$ cat src/rtl/mem_arbiter_if.sv
// Bus bundle between the two cache controllers, the arbiter and main memory.
interface mem_arbiter_if #(
  parameter int unsigned ADDR_BITS = 32,
  parameter int unsigned LINE_BITS = 128
);
  logic                 i_req;
  logic [ADDR_BITS-1:0] i_addr;
  logic                 i_done;
  logic                 d_req;
  logic                 d_we;
  logic [ADDR_BITS-1:0] d_addr;
  logic [LINE_BITS-1:0] d_wdata;
  logic                 d_done;
  logic [LINE_BITS-1:0] rdata;
  logic                 mem_req;
  logic                 mem_we;
  logic [ADDR_BITS-1:0] mem_addr;
  logic [LINE_BITS-1:0] mem_wdata;
  logic                 mem_ack;
  logic [LINE_BITS-1:0] mem_rdata;

  // Arbiter view.
  modport master (
    input  i_req, i_addr, d_req, d_we, d_addr, d_wdata, mem_ack, mem_rdata,
    output i_done, d_done, rdata, mem_req, mem_we, mem_addr, mem_wdata
  );

  // Requester/memory environment view.
  modport slave (
    output i_req, i_addr, d_req, d_we, d_addr, d_wdata, mem_ack, mem_rdata,
    input  i_done, d_done, rdata, mem_req, mem_we, mem_addr, mem_wdata
  );
endinterface

$ cat src/rtl/mem_arbiter.sv
// Serialises imem refills and dmem refills/write-backs onto one main-memory
// port; dmem has fixed priority, one transfer in flight at a time.
module mem_arbiter #(
  parameter int unsigned ADDR_BITS = 32,
  parameter int unsigned LINE_BITS = 128
) (
  input  logic          clock,
  input  logic          reset,
  mem_arbiter_if.master bus
);
  localparam int unsigned OFFS_BITS = $clog2(LINE_BITS / 8);

  typedef enum logic [1:0] {IDLE, BUSY_I, BUSY_D, RESP} state_e;

  state_e               state_q, state_d;
  logic                 mem_req_q, mem_req_d;
  logic                 mem_we_q, mem_we_d;
  logic [ADDR_BITS-1:0] mem_addr_q, mem_addr_d;
  logic [LINE_BITS-1:0] mem_wdata_q, mem_wdata_d;
  logic [LINE_BITS-1:0] rdata_q, rdata_d;
  logic                 i_done_q, i_done_d;
  logic                 d_done_q, d_done_d;

  always_ff @(posedge clock) begin
    if (reset) begin
      state_q     <= IDLE;
      mem_req_q   <= 1'b0;
      mem_we_q    <= 1'b0;
      mem_addr_q  <= '0;
      mem_wdata_q <= '0;
      rdata_q     <= '0;
      i_done_q    <= 1'b0;
      d_done_q    <= 1'b0;
    end else begin
      state_q     <= state_d;
      mem_req_q   <= mem_req_d;
      mem_we_q    <= mem_we_d;
      mem_addr_q  <= mem_addr_d;
      mem_wdata_q <= mem_wdata_d;
      rdata_q     <= rdata_d;
      i_done_q    <= i_done_d;
      d_done_q    <= d_done_d;
    end
  end

  // Next-state and registered-output logic; the memory side only ever sees latched values.
  always_comb begin
    state_d     = state_q;
    mem_req_d   = mem_req_q;
    mem_we_d    = mem_we_q;
    mem_addr_d  = mem_addr_q;
    mem_wdata_d = mem_wdata_q;
    rdata_d     = rdata_q;
    i_done_d    = 1'b0;
    d_done_d    = 1'b0;

    case (state_q)
      IDLE: begin
        if (bus.d_req) begin
          mem_req_d   = 1'b1;
          mem_we_d    = bus.d_we;
          mem_addr_d  = {bus.d_addr[ADDR_BITS-1:OFFS_BITS], OFFS_BITS'(0)};
          mem_wdata_d = bus.d_wdata;
          state_d     = BUSY_D;
        end else if (bus.i_req) begin
          mem_req_d  = 1'b1;
          mem_we_d   = 1'b0;
          mem_addr_d = {bus.i_addr[ADDR_BITS-1:OFFS_BITS], OFFS_BITS'(0)};
          state_d    = BUSY_I;
        end
      end
      BUSY_I, BUSY_D: begin
        if (bus.mem_ack) begin
          mem_req_d = 1'b0;
          if (!mem_we_q) rdata_d = bus.mem_rdata;
          i_done_d  = (state_q == BUSY_I);
          d_done_d  = (state_q == BUSY_D);
          state_d   = RESP;
        end
      end
      RESP:    state_d = IDLE;
      default: state_d = IDLE;
    endcase
  end

  assign bus.mem_req   = mem_req_q;
  assign bus.mem_we    = mem_we_q;
  assign bus.mem_addr  = mem_addr_q;
  assign bus.mem_wdata = mem_wdata_q;
  assign bus.rdata     = rdata_q;
  assign bus.i_done    = i_done_q;
  assign bus.d_done    = d_done_q;
endmodule

$ cat src/flat_wrapper.sv
// flat-port wrapper written by rule: the top's interface ports become plain ports
module mem_arbiter_flat 
#(
  parameter int unsigned ADDR_BITS = 32,
  parameter int unsigned LINE_BITS = 128
)
  (clock, reset, bus_i_req, bus_i_addr, bus_d_req, bus_d_we, bus_d_addr, bus_d_wdata, bus_mem_ack, bus_mem_rdata, bus_i_done, bus_d_done, bus_rdata, bus_mem_req, bus_mem_we, bus_mem_addr, bus_mem_wdata);
  mem_arbiter_if #(.ADDR_BITS(ADDR_BITS), .LINE_BITS(LINE_BITS)) bus_i ();
  input  logic clock;
  input  logic reset;
  input wire logic [$bits(bus_i.i_req)-1:0] bus_i_req;
  input wire logic [$bits(bus_i.i_addr)-1:0] bus_i_addr;
  input wire logic [$bits(bus_i.d_req)-1:0] bus_d_req;
  input wire logic [$bits(bus_i.d_we)-1:0] bus_d_we;
  input wire logic [$bits(bus_i.d_addr)-1:0] bus_d_addr;
  input wire logic [$bits(bus_i.d_wdata)-1:0] bus_d_wdata;
  input wire logic [$bits(bus_i.mem_ack)-1:0] bus_mem_ack;
  input wire logic [$bits(bus_i.mem_rdata)-1:0] bus_mem_rdata;
  output wire logic [$bits(bus_i.i_done)-1:0] bus_i_done;
  output wire logic [$bits(bus_i.d_done)-1:0] bus_d_done;
  output wire logic [$bits(bus_i.rdata)-1:0] bus_rdata;
  output wire logic [$bits(bus_i.mem_req)-1:0] bus_mem_req;
  output wire logic [$bits(bus_i.mem_we)-1:0] bus_mem_we;
  output wire logic [$bits(bus_i.mem_addr)-1:0] bus_mem_addr;
  output wire logic [$bits(bus_i.mem_wdata)-1:0] bus_mem_wdata;
  assign bus_i.i_req = bus_i_req;
  assign bus_i.i_addr = bus_i_addr;
  assign bus_i.d_req = bus_d_req;
  assign bus_i.d_we = bus_d_we;
  assign bus_i.d_addr = bus_d_addr;
  assign bus_i.d_wdata = bus_d_wdata;
  assign bus_i.mem_ack = bus_mem_ack;
  assign bus_i.mem_rdata = bus_mem_rdata;
  assign bus_i_done = bus_i.i_done;
  assign bus_d_done = bus_i.d_done;
  assign bus_rdata = bus_i.rdata;
  assign bus_mem_req = bus_i.mem_req;
  assign bus_mem_we = bus_i.mem_we;
  assign bus_mem_addr = bus_i.mem_addr;
  assign bus_mem_wdata = bus_i.mem_wdata;
  mem_arbiter #(.ADDR_BITS(ADDR_BITS), .LINE_BITS(LINE_BITS)) u_core (.clock(clock), .reset(reset), .bus(bus_i));
endmodule
$ cat config.mk
export PLATFORM = sky130hd
export DESIGN_NAME = mem_arbiter_flat
export DESIGN_NICKNAME = d
export VERILOG_FILES = /design/src/rtl/mem_arbiter_if.sv /design/src/rtl/mem_arbiter.sv /design/src/flat_wrapper.sv
export SDC_FILE = /design/constraint.sdc
export NUM_CORES = 1
export LEC_CHECK = 0
export CAP_MARGIN = 10
export CELL_PAD_IN_SITES_DETAIL_PLACEMENT = 0
export CELL_PAD_IN_SITES_GLOBAL_PLACEMENT = 1
export CORE_AREA = 2 2 242 244
export DETAILED_ROUTE_END_ITERATION = 7
export DIE_AREA = 0 0 244 246
export GPL_ROUTABILITY_DRIVEN = 0
export PLACE_DENSITY = 0.64
export SETUP_SLACK_MARGIN = 0.05
export SYNTH_ARGS = -nofsm -noshare
export SYNTH_HDL_FRONTEND = slang
export SYNTH_SLANG_ARGS = --single-unit
$ cat constraint.sdc
create_clock -name clock -period 4.5 [get_ports clock]
set_clock_uncertainty 0.05 [all_clocks]
set_input_delay 0.9 -clock clock [delete_from_list [all_inputs] [get_ports clock]]
set_output_delay 0.9 -clock clock [all_outputs]
set_load 0.02 [all_outputs]
==> out/metrics.yaml, run 1 <==
outcome: "finished clean"
synth_area_sq_um: 10500
antenna_found_initial: 3
internal_power_uw: 6440
yosysTopAreaCell: "dfxtp_1"
area_growth_pct: 73.3
p_comb_share_pct: 39.0
cp.buffers_inverters: 1
hold_depth: 2
fin_tns_setup_ns: 0
max_stage_delay_ns: 0.67
synth_area_leaders: "dfxtp_1 55%, nand2_1 18%, a21oi_1 12%"
seq_power_share_pct: 33.9
min_period_ns: 2.54
drc: 0
whs_ns: 0.400
cts_setup_buffers: 0
highest_layer: "met4"
clkLatencyLatePin_ns: 0.53
hpwl_um: 29900
ioPinCount: 618
grt_pass1_wl_um: 60100
first_pass_iters: 4
grt_use_total_pct: 12.8
slew_violations: 0
yosys_register_bits: 290
via_count: 10400
cts_hold_buf: 0
synth_cell_types: 27
drtAntennaViolNets: 0
fill_cells: 6112
synth_cells: 1277
cp-start-kind: "flop"
swShare_pct: 36.0
cp_num_cells: 1
required_ns: 3.55
grt_max_degree: 131
nets: 2168
fmax_mhz: 394
crit_fanout: 2
met2WireLength_um: 21300
slew_headroom_pct: 32.7
p_clk_share_pct: 27.1
hold_viol_final: 0
overflow: 0
ir_drop_v: 0.000335
clock_sinks: 290
cp_slowest_cell: "clkdlybuf4s50_1"
m1WireLength_um: 15800
p_switching_uw: 3620
yosys_warnings: 0
cpLargestDelayFamily: "buffers and inverters"
max_slew.worst_pin.slew_ns: 1.01
cts.htree.levels: 2
worstSetupPathType: "reg -> out"
start_util_pct: 18.4
setup_viol: 0
row_count: 88
die_width_um: 244
power_density_nw_per_um2: 550
via_per_inst: 3.97
fp.coreArea_sq_um: 57400
drt-total-wl_um: 40900
route.met3.wl_um: 2870
syn_avg_cell_area_sq_um: 8.26
reg2reg_depth: 6
drv_cap: 0
min_path_type: "reg -> reg"
cts_tree: "done"
fin_crit_sh_pct: 56.5
path_clk_slew_ns: 0.05
drive_gt1_share_pct: 5.00
rsz0062_at_grt: "no"
yosysSeqAreaShare_pct: 55.0
wl_per_cell_um: 15.6
crit_path_end_kind: "output pin"
chipHeight_um: 246
dieArea_sq_um: 60000
numPortBuffers: 605
cp.arrival_ns: 1.59
root_buffer: "clkbuf_16"
drt_iter0_markers: 434
cts_buffers: 36
path_cells: "clkdlybuf4s50_1"
first_global_vias: 10200
cts_buffer_depth: 3
p_leak_uw: 0.00650
synth.top_cell.area_share_pct: 55.0
cts_resized: 0
[flip-flops by register name, indices dropped and copies added (netlist names)]
signal	cells
u_core.bus.i_done	1
u_core.bus.rdata	128
u_core.bus.d_done	1
u_core.bus.mem_req	1
u_core.bus.mem_addr	28
u_core.bus.mem_we	1
u_core.state_q	2
u_core.bus.mem_wdata	128
[per-stage QoR]
stage | setup WS (ns) | total power [uW] | utilization (%) | cell area (sq um) | instances
floorplan | 2.67 | 5700 | - | 10600 | 1280
global placement | 1.54 | 7390 | 29.9 | 17200 | 2565
detailed placement | 1.50 | 7440 | 29.9 | 17200 | 2565
CTS | 1.90 | 10300 | 31.8 | 18300 | 2625
global route | 1.90 | 10700 | 31.9 | 18300 | 2628
finish | 1.96 | 10100 | 31.9 | 18300 | 2628
[per-layer routing]
metal / global-route usage (%) / up-vias
met5: 0 / -
met4: 4.23 / 0
met3: 3.78 / 54
met2: 23.5 / 333
met1: 14.0 / 4804
li1: - / 5255
[power groups by stage]
| stage | Clock (uW) | Combinational (uW) | Sequential, uW |
|---|---|---|---|
| 2_1_floorplan | 0 | 1590 | 4110 |
| 3_3_place_gp | 0 | 3950 | 3440 |
| 3_5_place_dp | 0 | 3980 | 3460 |
| 4_1_cts | 2840 | 3990 | 3410 |
| 5_1_grt | 2950 | 4260 | 3470 |
| 6_report | 2720 | 3920 | 3410 |
[layout by cell type, fill, tap and decap left out]
master / netlist / final
o31ai_1: 1 / 1
o21ai_0: 2 / 2
clkdlybuf4s50_1: 0 / 603
a2111o_1: 1 / 1
buf_8: 0 / 1
clkinvlp_4: 0 / 1
o311ai_0: 1 / 1
diode_2: 0 / 3
conb_1: 1 / 4
mux2i_1: 28 / 28
inv_1: 2 / 2
nand2_4: 0 / 1
a211oi_1: 8 / 8
nor3b_1: 3 / 3
nand3b_1: 1 / 1
o21a_2: 0 / 1
a211oi_2: 20 / 20
nand2_1: 517 / 516
buf_4: 22 / 11
clkbuf_16: 0 / 37
ha_1: 4 / 4
nor2b_1: 1 / 1
clkbuf_1: 28 / 10
a211o_1: 1 / 1
nand2b_1: 3 / 3
clkbuf_8: 0 / 8
and2_4: 0 / 1
a21oi_1: 259 / 259
buf_12: 0 / 6
clkinv_2: 0 / 4
nor2_1: 29 / 29
buf_2: 35 / 1
and3b_4: 0 / 1
dfxtp_1: 290 / 290
[final timing paths]
check | startpoint | endpoint | slack [ns]
max reg2reg | u_core.state_q[0]$_SDFFE_PP0P_ | u_core.bus.rdata[45]$_SDFFE_PP0P_ | 2.17
min reg2reg | u_core.bus.rdata[76]$_SDFFE_PP0P_ | u_core.bus.rdata[76]$_SDFFE_PP0P_ | 0.40
min | u_core.bus.rdata[76]$_SDFFE_PP0P_ | u_core.bus.rdata[76]$_SDFFE_PP0P_ | 0.40
max | u_core.bus.mem_wdata[25]$_SDFFE_PP0P_ | bus_mem_wdata[25] | 1.96
[worst register-to-register path, stage by stage, from the launching register on]
cell and delay (ns):
dfxtp_1 0.36, inv_1 0.09, ha_1 0.37, nand3b_1 0.61
buf_4 0.49, nand2_1 0.13, a21oi_1 0.15
[synth_stat cells (all sizes together)]
| cell | instances |
|---|---|
| nor2b | 1 |
| a21oi | 259 |
| mux2i | 28 |
| nor2 | 29 |
| o21ai | 2 |
| nor3b | 3 |
| o21a | 1 |
| ha | 4 |
| nand3b | 1 |
| and2 | 1 |
| nand2 | 517 |
| a2111o | 1 |
| buf | 74 |
| clkbuf | 28 |
| conb | 1 |
| nand2b | 3 |
| and3b | 1 |
| o311ai | 1 |
| inv | 2 |
| dfxtp | 290 |
| a211o | 1 |
| o31ai | 1 |
| a211oi | 28 |
[cell families after synthesis]
group | count (synthesis) | synth area share [%]
and+or+nand+nor | 556 | 20.1
AOI/OAI and AO/OA | 294 | 15.7
DFF | 290 | 55.0
buffers and inverters | 104 | 5.97
muxes | 28 | 2.66
adders and majority gates | 4 | 0.474
other | 1 | 0.0355
[area by class of cell]
cell class,instances,area [sq um],share of cell area [%]
multi-input cells,886,4140,22.7
clock buffers,55,1070,5.87
clock inverters,5,27.5,0.151
well taps,765,957,5.24
repair buffers,622,6260,34.2
flip-flops and latches,290,5810,31.8
diodes,3,7.51,0.0411
inverters,2,7.51,0.0411
Power figures use the tool's default switching activity.
==> run 2, diff against run 1 <==
CORE_AREA = 2 2 238 240   (was 2 2 242 244)
DIE_AREA = 0 0 240 242   (was 0 0 244 246)
PLACE_DENSITY = 0.68   (was 0.64)
clock period = 2.3 ns   (was 4.5 ns; I/O delays follow)
==> out/metrics.yaml, run 2 (synthesis gave the netlist of run 1 again) <==
fill_cells: 5918  # -3.2%
overflow: 0  # unchanged
setup_viol: 0  # unchanged
drt-total-wl_um: 40500  # -0.94%
p_leak_uw: 0.00672  # +3.4%
cts_buffer_depth: 3  # unchanged
via_per_inst: 3.96  # -0.30%
fp.coreArea_sq_um: 55700  # -2.8%
chipHeight_um: 242  # -1.6%
via_count: 10500  # +0.23%
start_util_pct: 18.9  # +0.54 points
rrSetupSlack_ns: 0.39  # -1.78 ns
slew_headroom_pct: 54.0  # +21 points
area_growth_pct: 76.3
cp_slowest_cell: "clkdlybuf4s50_1"
mostFrequentLayoutCells: "601 x clkdlybuf4s50_1, 516 x nand2_1, 290 x dfxtp_1"
final_cell_area_sq_um: 18600  # +1.8%
hold_depth: 4  # +2
cp-start-kind: "flop"
drive_gt1_share_pct: 6.37  # +1.4 points
place_ws_ns: 0.211  # -1.29 ns
cpLargestDelayFamily: "buffers and inverters"
slew_violations: 0  # unchanged
drv_cap: 0  # unchanged
root_buffer: "clkbuf_16"
outcome: "finished clean"
fin_tns_setup_ns: 0  # unchanged
drc: 0  # unchanged
r2r_end: "u_core.bus.rdata[43]$_SDFFE_PP0P_"
first_pass_iters: 6  # +2
grt_max_degree: 82  # -37%
grt_pass1_wl_um: 59700  # -0.73%
row_count: 87  # -1.1%
worstHoldStart: "bus_d_req"
cts_tree: "done"
wl_per_cell_um: 15.3  # -1.5%
nets: 2192  # +1.1%
path_cells: "clkdlybuf4s50_1"
cp.arrival_ns: 1.58  # about the same
ioPinCount: 618  # unchanged
reg2reg_depth: 6  # unchanged
clock_sinks: 290  # unchanged
clkLatencyLatePin_ns: 0.52  # about the same
min_path_type: "in -> reg"
antenna_found_initial: 1  # -2
post_dp_cell_area_sq_um: 17500  # +1.7%
dieArea_sq_um: 58100  # -3.2%
drtAntennaViolNets: 0  # unchanged
fin_crit_sh_pct: 90.9
cp.buffers_inverters: 1  # unchanged
required_ns: 1.79  # -1.76 ns
final_common_cell: "clkdlybuf4s50_1"
min_period_ns: 2.09
cts.htree.levels: 2  # unchanged
crit_fanout: 3  # +1
first_global_vias: 10200  # +0.49%
die_width_um: 240  # -1.6%
crit_path_end_kind: "output pin"
power_density_nw_per_um2: 1090  # +98%
numPortBuffers: 605  # unchanged
hold_viol_final: 0  # unchanged
hold_end: "u_core.state_q[1]$_SDFFE_PP0P_"
worstSetupPathType: "reg -> out"
worst_slack_ns: 0.209  # -1.75 ns
max_stage_delay_ns: 0.66  # about the same
drt_iter0_markers: 298  # -31%
rsz0062_at_grt: "no"
grt_use_total_pct: 13.2  # +0.42 points
hpwl_um: 30400  # +1.6%
reg2reg_from: "u_core.state_q[0]$_SDFFE_PP0P_"
path_clk_slew_ns: 0.06  # about the same
cts_buffers: 35  # -2.8%
fmax_mhz: 478
max_slew.worst_pin.slew_ns: 0.690  # -0.320 ns
ir_drop_v: 0.000493  # +47%
==> run 2: cell types whose count changed in the layout (fill, tap and decap cells not counted), sizes merged <==
cell,change
clkbuf,-1
clkdlybuf4s50,-2
buf,+25
diode,-2
bufinv,+1
dlymetal6s2s,+2
==> run 2: area by class of cell <==
class	instances	area [sq um]	share of cell area (%)
clock buffers	54	1080	5.80
clock inverters	6	57.6	0.309
inverters	2	7.51	0.0404
flip-flops and latches	290	5810	31.2
repair buffers	647	6560	35.3
diodes	1	2.50	0.0135
well taps	756	946	5.08
multi-input cells	886	4140	22.3
==> run 2: power breakdown <==
part           switching, uW  leakage (uW)  internal [uW]
Sequential               556       0.00237           6120
Combinational           4450       0.00378           3600
Clock                   2170      0.000560           3330
Total                   7180       0.00672          13100
==> run 2: layer usage <==
layer,global-route usage (%),wire (um),up-vias,part of all wire [%]
met5,0,0,-,0
met2,23.0,19800,353,49
met3,4.32,3250,62,8.0
met1,15.1,16400,4758,40
li1,-,-,5297,-
met4,4.42,1060,0,2.6
==> run 2: per-stage QoR <==
stage                     hold WS (ns)  cells  utilization, %  total power [uW]
after floorplan                  0.417   1280               -             11100
after global placement           0.392   2581            31.3             14900
after detailed placement         0.395   2581            31.3             15000
after CTS                        0.333   2641            33.4             20600
after global routing             0.368   2642            33.4             21500
final                            0.374   2642            33.4             20200
==> run 2: repair_timing <==
| action | 4_1_cts | 5_1_grt |
|---|---|---|
| setup buffers | 0 | 0 |
| hold buffers | 0 | 0 |
| resized for setup | 0 | 2 |
| setup endpoints to repair | 0 | 2 |
==> run 2: how the worst max path moves through the flow <==
| stage | from | to | depth (start not counted) |
|---|---|---|---|
| 2_1_floorplan | u_core.state_q[0]$_SDFFE_PP0P_ | u_core.bus.rdata[100]$_SDFFE_PP0P_ | 7 |
| 3_3_place_gp | bus_mem_ack | u_core.bus.rdata[91]$_SDFFE_PP0P_ | 5 |
| 3_5_place_dp | bus_mem_ack | u_core.bus.rdata[87]$_SDFFE_PP0P_ | 5 |
| 4_1_cts | u_core.bus.rdata[122]$_SDFFE_PP0P_ | bus_rdata[122] | 1 |
| 5_1_grt | u_core.bus.mem_req$_SDFFE_PP0P_ | bus_mem_req | 1 |
| 6_report | u_core.bus.mem_req$_SDFFE_PP0P_ | bus_mem_req | 1 |
==> edit 1 (config.mk and constraints of run 2) <==
`mem_wdata_q` no longer has a reset.
--- a/src/rtl/mem_arbiter.sv
+++ b/src/rtl/mem_arbiter.sv
@@ -27,7 +27,6 @@
       mem_req_q   <= 1'b0;
       mem_we_q    <= 1'b0;
       mem_addr_q  <= '0;
-      mem_wdata_q <= '0;
       rdata_q     <= '0;
       i_done_q    <= 1'b0;
       d_done_q    <= 1'b0;
@@ -36,11 +35,14 @@
       mem_req_q   <= mem_req_d;
       mem_we_q    <= mem_we_d;
       mem_addr_q  <= mem_addr_d;
-      mem_wdata_q <= mem_wdata_d;
       rdata_q     <= rdata_d;
       i_done_q    <= i_done_d;
       d_done_q    <= d_done_d;
     end
+  end
+
+  always_ff @(posedge clock) begin
+    mem_wdata_q <= mem_wdata_d;
   end
 
   // Next-state and registered-output logic; the memory side only ever sees latched values.
Function: changed (Yosys sat finds a counterexample within 4 cycles, from zero or initial values and one cycle with reset high).
==> edit 1 against run 2 <==
- die area unchanged
- largest cell class is now sequential cells
- critical endpoint is now bus_rdata[24]
- combinational power shrank 8.2%
- fmax fell by 0.60%
- non-clock buffer count fell by 13
- cell area shrank 2.7%
- largest power group unchanged
- power decreased by 0.77%
- synthesized area decreased by 5.1%
- routed wire length decreased by 3.5%
- setup slack worse by 13 ps
- sequential cell count did not move
==> edit 1: results (changes against run 2) <==
----------------------------------------------------
[Run status]
  Outcome ... complete, no violations

[Routing]
  Met1 wire length ... 14200 um (-13%)
  Highest routed metal layer ... met5
  Routed length on met2 ... 19800 um (about the same)
  Detailed Route Iter0 Violations ... 281 (-5.7%)

[Placement]
  Pre-CTS setup slack ... 218 ps (+7.27 ps)
  Post-Place Cell Area ... 17000 um2 (-2.7%)

[GRT]
  Antenna violations before repair ... 11 (+10)
  GR met2 Demand/Resource ... 23.1% (+0.085 points)

[Setup path]
  RR Endpoint ... u_core.bus.rdata[93]
  End point of the critical path ... bus_rdata[24]
  Source of the critical timing path ... u_core.bus.rdata[24]
  Peak per-stage delay on the critical path ... 720 ps (+60 ps)
  Max Fanout on Critical Path ... 2 (-1)

[Logic synthesis]
  Count of flip-flops with a built-in enable after synthesis ... 128 (+128)
  Top cell types by occurrence after synthesis ... nand2_1 (259), dfxtp_1 (162), a21oi_1 (130)

[Finish]
  Final net count ... 1795 (-18%)
  Number of multi-input logic gates ... 501 (-43%)
  Fillers ... 5672 (-4.2%)
  Fraction of layout instances using a drive strength above 1 ... 7.25% (+0.89 points)
  Count of inserted antenna diode cells ... 2 (+1)

[Worst hold path]
  Beginning of the worst hold path ... reset

[Clock network]
  Number of clock buffers inserted by TritonCTS ... 36 (+2.9%)

[Power and ir drop]
  Combinational-cell power consumption ... 7.40 mW (-8.2%)
  Switching part of the total ... 34.0% (-1.5 points)

----------------------------------------------------
==> edit 1: cell count changes after synthesis, sizes merged <==
cell | before | now
o21ai | 2 | 3
nand2 | 517 | 259
nand2b | 3 | 2
nor2 | 29 | 30
a22oi | 0 | 1
buf | 74 | 51
edfxtp | 0 | 128
a21oi | 259 | 130
clkbuf | 28 | 9
dfxtp | 290 | 162
==> edit 1: cell families (layout without fill, tap and decap cells) <==
| kind of cell | Yosys count | after routing | synth area share (%) |
|---|---|---|---|
| and+or+nand+nor | 298 | 298 | 11.5 |
| AOI/OAI and AO/OA | 167 | 167 | 10.4 |
| buffers and inverters | 62 | 698 | 4.06 |
| adders and majority gates | 4 | 4 | 0.500 |
| muxes | 28 | 28 | 2.80 |
| other | 1 | 6 | 0.0374 |
| DFF | 290 | 290 | 70.8 |
==> edit 2 (config.mk and constraints of run 2) <==
Without the edit above. `ADDR_BITS` is set to 32 in 3 places; all go to 40.
--- a/src/rtl/mem_arbiter_if.sv
+++ b/src/rtl/mem_arbiter_if.sv
@@ -1,6 +1,6 @@
 // Bus bundle between the two cache controllers, the arbiter and main memory.
 interface mem_arbiter_if #(
-  parameter int unsigned ADDR_BITS = 32,
+  parameter int unsigned ADDR_BITS = 40,
   parameter int unsigned LINE_BITS = 128
 );
   logic                 i_req;
--- a/src/rtl/mem_arbiter.sv
+++ b/src/rtl/mem_arbiter.sv
@@ -1,7 +1,7 @@
 // Serialises imem refills and dmem refills/write-backs onto one main-memory
 // port; dmem has fixed priority, one transfer in flight at a time.
 module mem_arbiter #(
-  parameter int unsigned ADDR_BITS = 32,
+  parameter int unsigned ADDR_BITS = 40,
   parameter int unsigned LINE_BITS = 128
 ) (
   input  logic          clock,
--- a/src/flat_wrapper.sv
+++ b/src/flat_wrapper.sv
@@ -1,7 +1,7 @@
 // flat-port wrapper written by rule: the top's interface ports become plain ports
 module mem_arbiter_flat 
 #(
-  parameter int unsigned ADDR_BITS = 32,
+  parameter int unsigned ADDR_BITS = 40,
   parameter int unsigned LINE_BITS = 128
 )
   (clock, reset, bus_i_req, bus_i_addr, bus_d_req, bus_d_we, bus_d_addr, bus_d_wdata, bus_mem_ack, bus_mem_rdata, bus_i_done, bus_d_done, bus_rdata, bus_mem_req, bus_mem_we, bus_mem_addr, bus_mem_wdata);
Ports: changed (resized bus_d_addr, bus_i_addr and bus_mem_addr); port bits go from 618 to 642. No check against the original RTL was run, so the function may have changed too.
==> edit 2 against run 2 <==
- power is 4.8% higher
- count of clock-buffer cells in the layout is 1 higher
- via count is 4.9% higher
- cell area is 3.9% higher
- sequential power is 3.3% higher
- sequential cell count is 8 higher
- clock power is 4.4% higher
- setup slack better by 7.2 ps
- synthesized area is 4.7% higher
- routed wire length is 7.8% higher
- critical path type unchanged
- critical endpoint is now bus_mem_wdata[6]
- largest power group unchanged
==> edit 2: results (changes against run 2) <==
----------------------------------------------------
[GRT]
  Pin count of the biggest net entering global routing ... 56 (-32%)
  GR Util All Layers ... 14.4% (+1.1 points)
  GR met2 Demand/Resource ... 25.1% (+2.1 points)
  Global routing usage on met3 ... 4.81% (+0.49 points)
  Wire length of the first global-routing pass ... 64700 um (+8.4%)
  Antenna violations before repair ... 3 (+2)
  Met1 Usage GRT ... 16.2% (+1.1 points)

[Power and ir drop]
  Combinational-cell power consumption ... 8.57 mW (+6.3%)
  Power share of the sequential group ... 32.5% (-0.5 points)
  Leakage ... 6.97 nW (+3.7%)
  Maximum vdd ir drop ... 0.538 mV (+9.2%)
  Net switching power figure ... 7.62 mW (+6.2%)

[Logic synthesis]
  Top cell types by occurrence after synthesis ... nand2_1 (517), dfxtp_1 (298), a21oi_1 (259)
  Distinct cell type count of the synthesized netlist ... 26 (-3.7%)
  Top cells by area in the synthesized netlist ... dfxtp_1 (54%), nand2_1 (18%), a21oi_1 (12%)
  Proportion of synthesized chip area in sequential cells ... 54.0% (-1.0 points)

[Clock network]
  Max clock buf depth ... 3 (unchanged)
  Number of clock buffers inserted by TritonCTS ... 37 (+5.7%)
  Number of buffers inserted to repair setup after CTS ... 0 (unchanged)
  Clock-pin slew reported for the worst setup and hold paths after clock tree synthesis ... 60 ps (about the same)
  Worst skew pair latency ... 540 ps (+20 ps)

[Placement]
  Final HPWL DP ... 32900 um (+8.5%)
  Post-Place Cell Area ... 18100 um2 (+3.9%)
  Port-buffer cells ... 629 (+4.0%)

[Routing]
  Detailed Route Iter0 Violations ... 423 (+42%)
  Drt total wl ... 43600 um (+7.8%)
  Sum of met3 wire segment lengths after detailed routing ... 3660 um (+13%)
  Routed length on met2 ... 21300 um (+7.4%)
  Detailed-route vias per instance ... 4.06 (+2.5%)
  Highest routed metal layer ... met5
  Met1 wire length ... 17400 um (+6.5%)
  First-pass iteration count of the detailed router ... 4 (-2)

[Worst hold path]
  HP Class ... in -> reg

[Run status]
  Outcome ... complete, no violations

[STA]
  Worst slew margin relative to its limit ... 62.3% (+8.2 points)

[Setup path]
  Max Fanout on Critical Path ... 2 (-1)
  Reg-to-reg slack, setup ... 450 ps (+60 ps)
  Arrival time of data at the critical path endpoint ... around 1600 ps
  Kind of cell adding the most delay to the critical path ... buffers and inverters
  Peak per-stage delay on the critical path ... 700 ps (+40 ps)

[Finish]
  Final net count ... 2267 (+3.4%)
  Fraction of layout instances using a drive strength above 1 ... 7.20% (+0.83 points)
  Fillers ... 5810 (-1.8%)

----------------------------------------------------
## edit 2: cell count changes after synthesis, sizes merged
| cell | delta |
|---|---|
| a211oi | +8 |
| nor2 | +8 |
| clkbuf | -5 |
| buf | +9 |
| mux2i | +8 |
| dfxtp | +8 |
## edit 2: logic make-up (layout without fill, tap and decap cells)
kind of cell             Yosys count  after routing  share of synthesized area, %
AO/OA/AOI/OAI                    302            302                          16.3
flip-flops                       298            298                          54.0
AND/OR/NAND/NOR                  564            564                          19.5
buffers and inverters            108            737                          6.45
multiplexers                      36             36                          3.26
other                              1              5                        0.0340
adder cells (fa/ha/maj)            4              4                         0.453
## edit 2: layout make-up
class	count	area, um2	share of cell area [%]
diodes	1	2.50	0.0129
clock buffers	55	1120	5.77
clock inverters	8	78.8	0.408
inverters	2	7.51	0.0388
multi-input cells	910	4400	22.7
flip-flops and latches	298	5970	30.9
well taps	756	946	4.89
repair buffers	672	6820	35.3
## edit 2: worst paths after layout
| kind | start | end | cells past startpoint |
|---|---|---|---|
| setup / recovery | u_core.bus.mem_wdata[6] | bus_mem_wdata[6] | 1 |
| setup reg to reg | u_core.state_q[0] | u_core.bus.rdata[39] | 7 |
| hold / removal | reset | u_core.bus.mem_addr[37] | 2 |
| hold reg to reg | u_core.bus.rdata[16] | u_core.bus.rdata[16] | 2 |
## edit 2: metrics by stage
step,hold slack [ps],utilization [%],setup slack (ps),cells,power (mW)
after floorplan,417,-,792,1316,11.8
after global placement,392,32.5,310,2638,15.6
after detailed placement,396,32.5,272,2638,15.7
after CTS,313,34.7,131,2701,21.6
after global routing,335,34.7,129,2702,22.5
final,347,34.7,216,2702,21.2
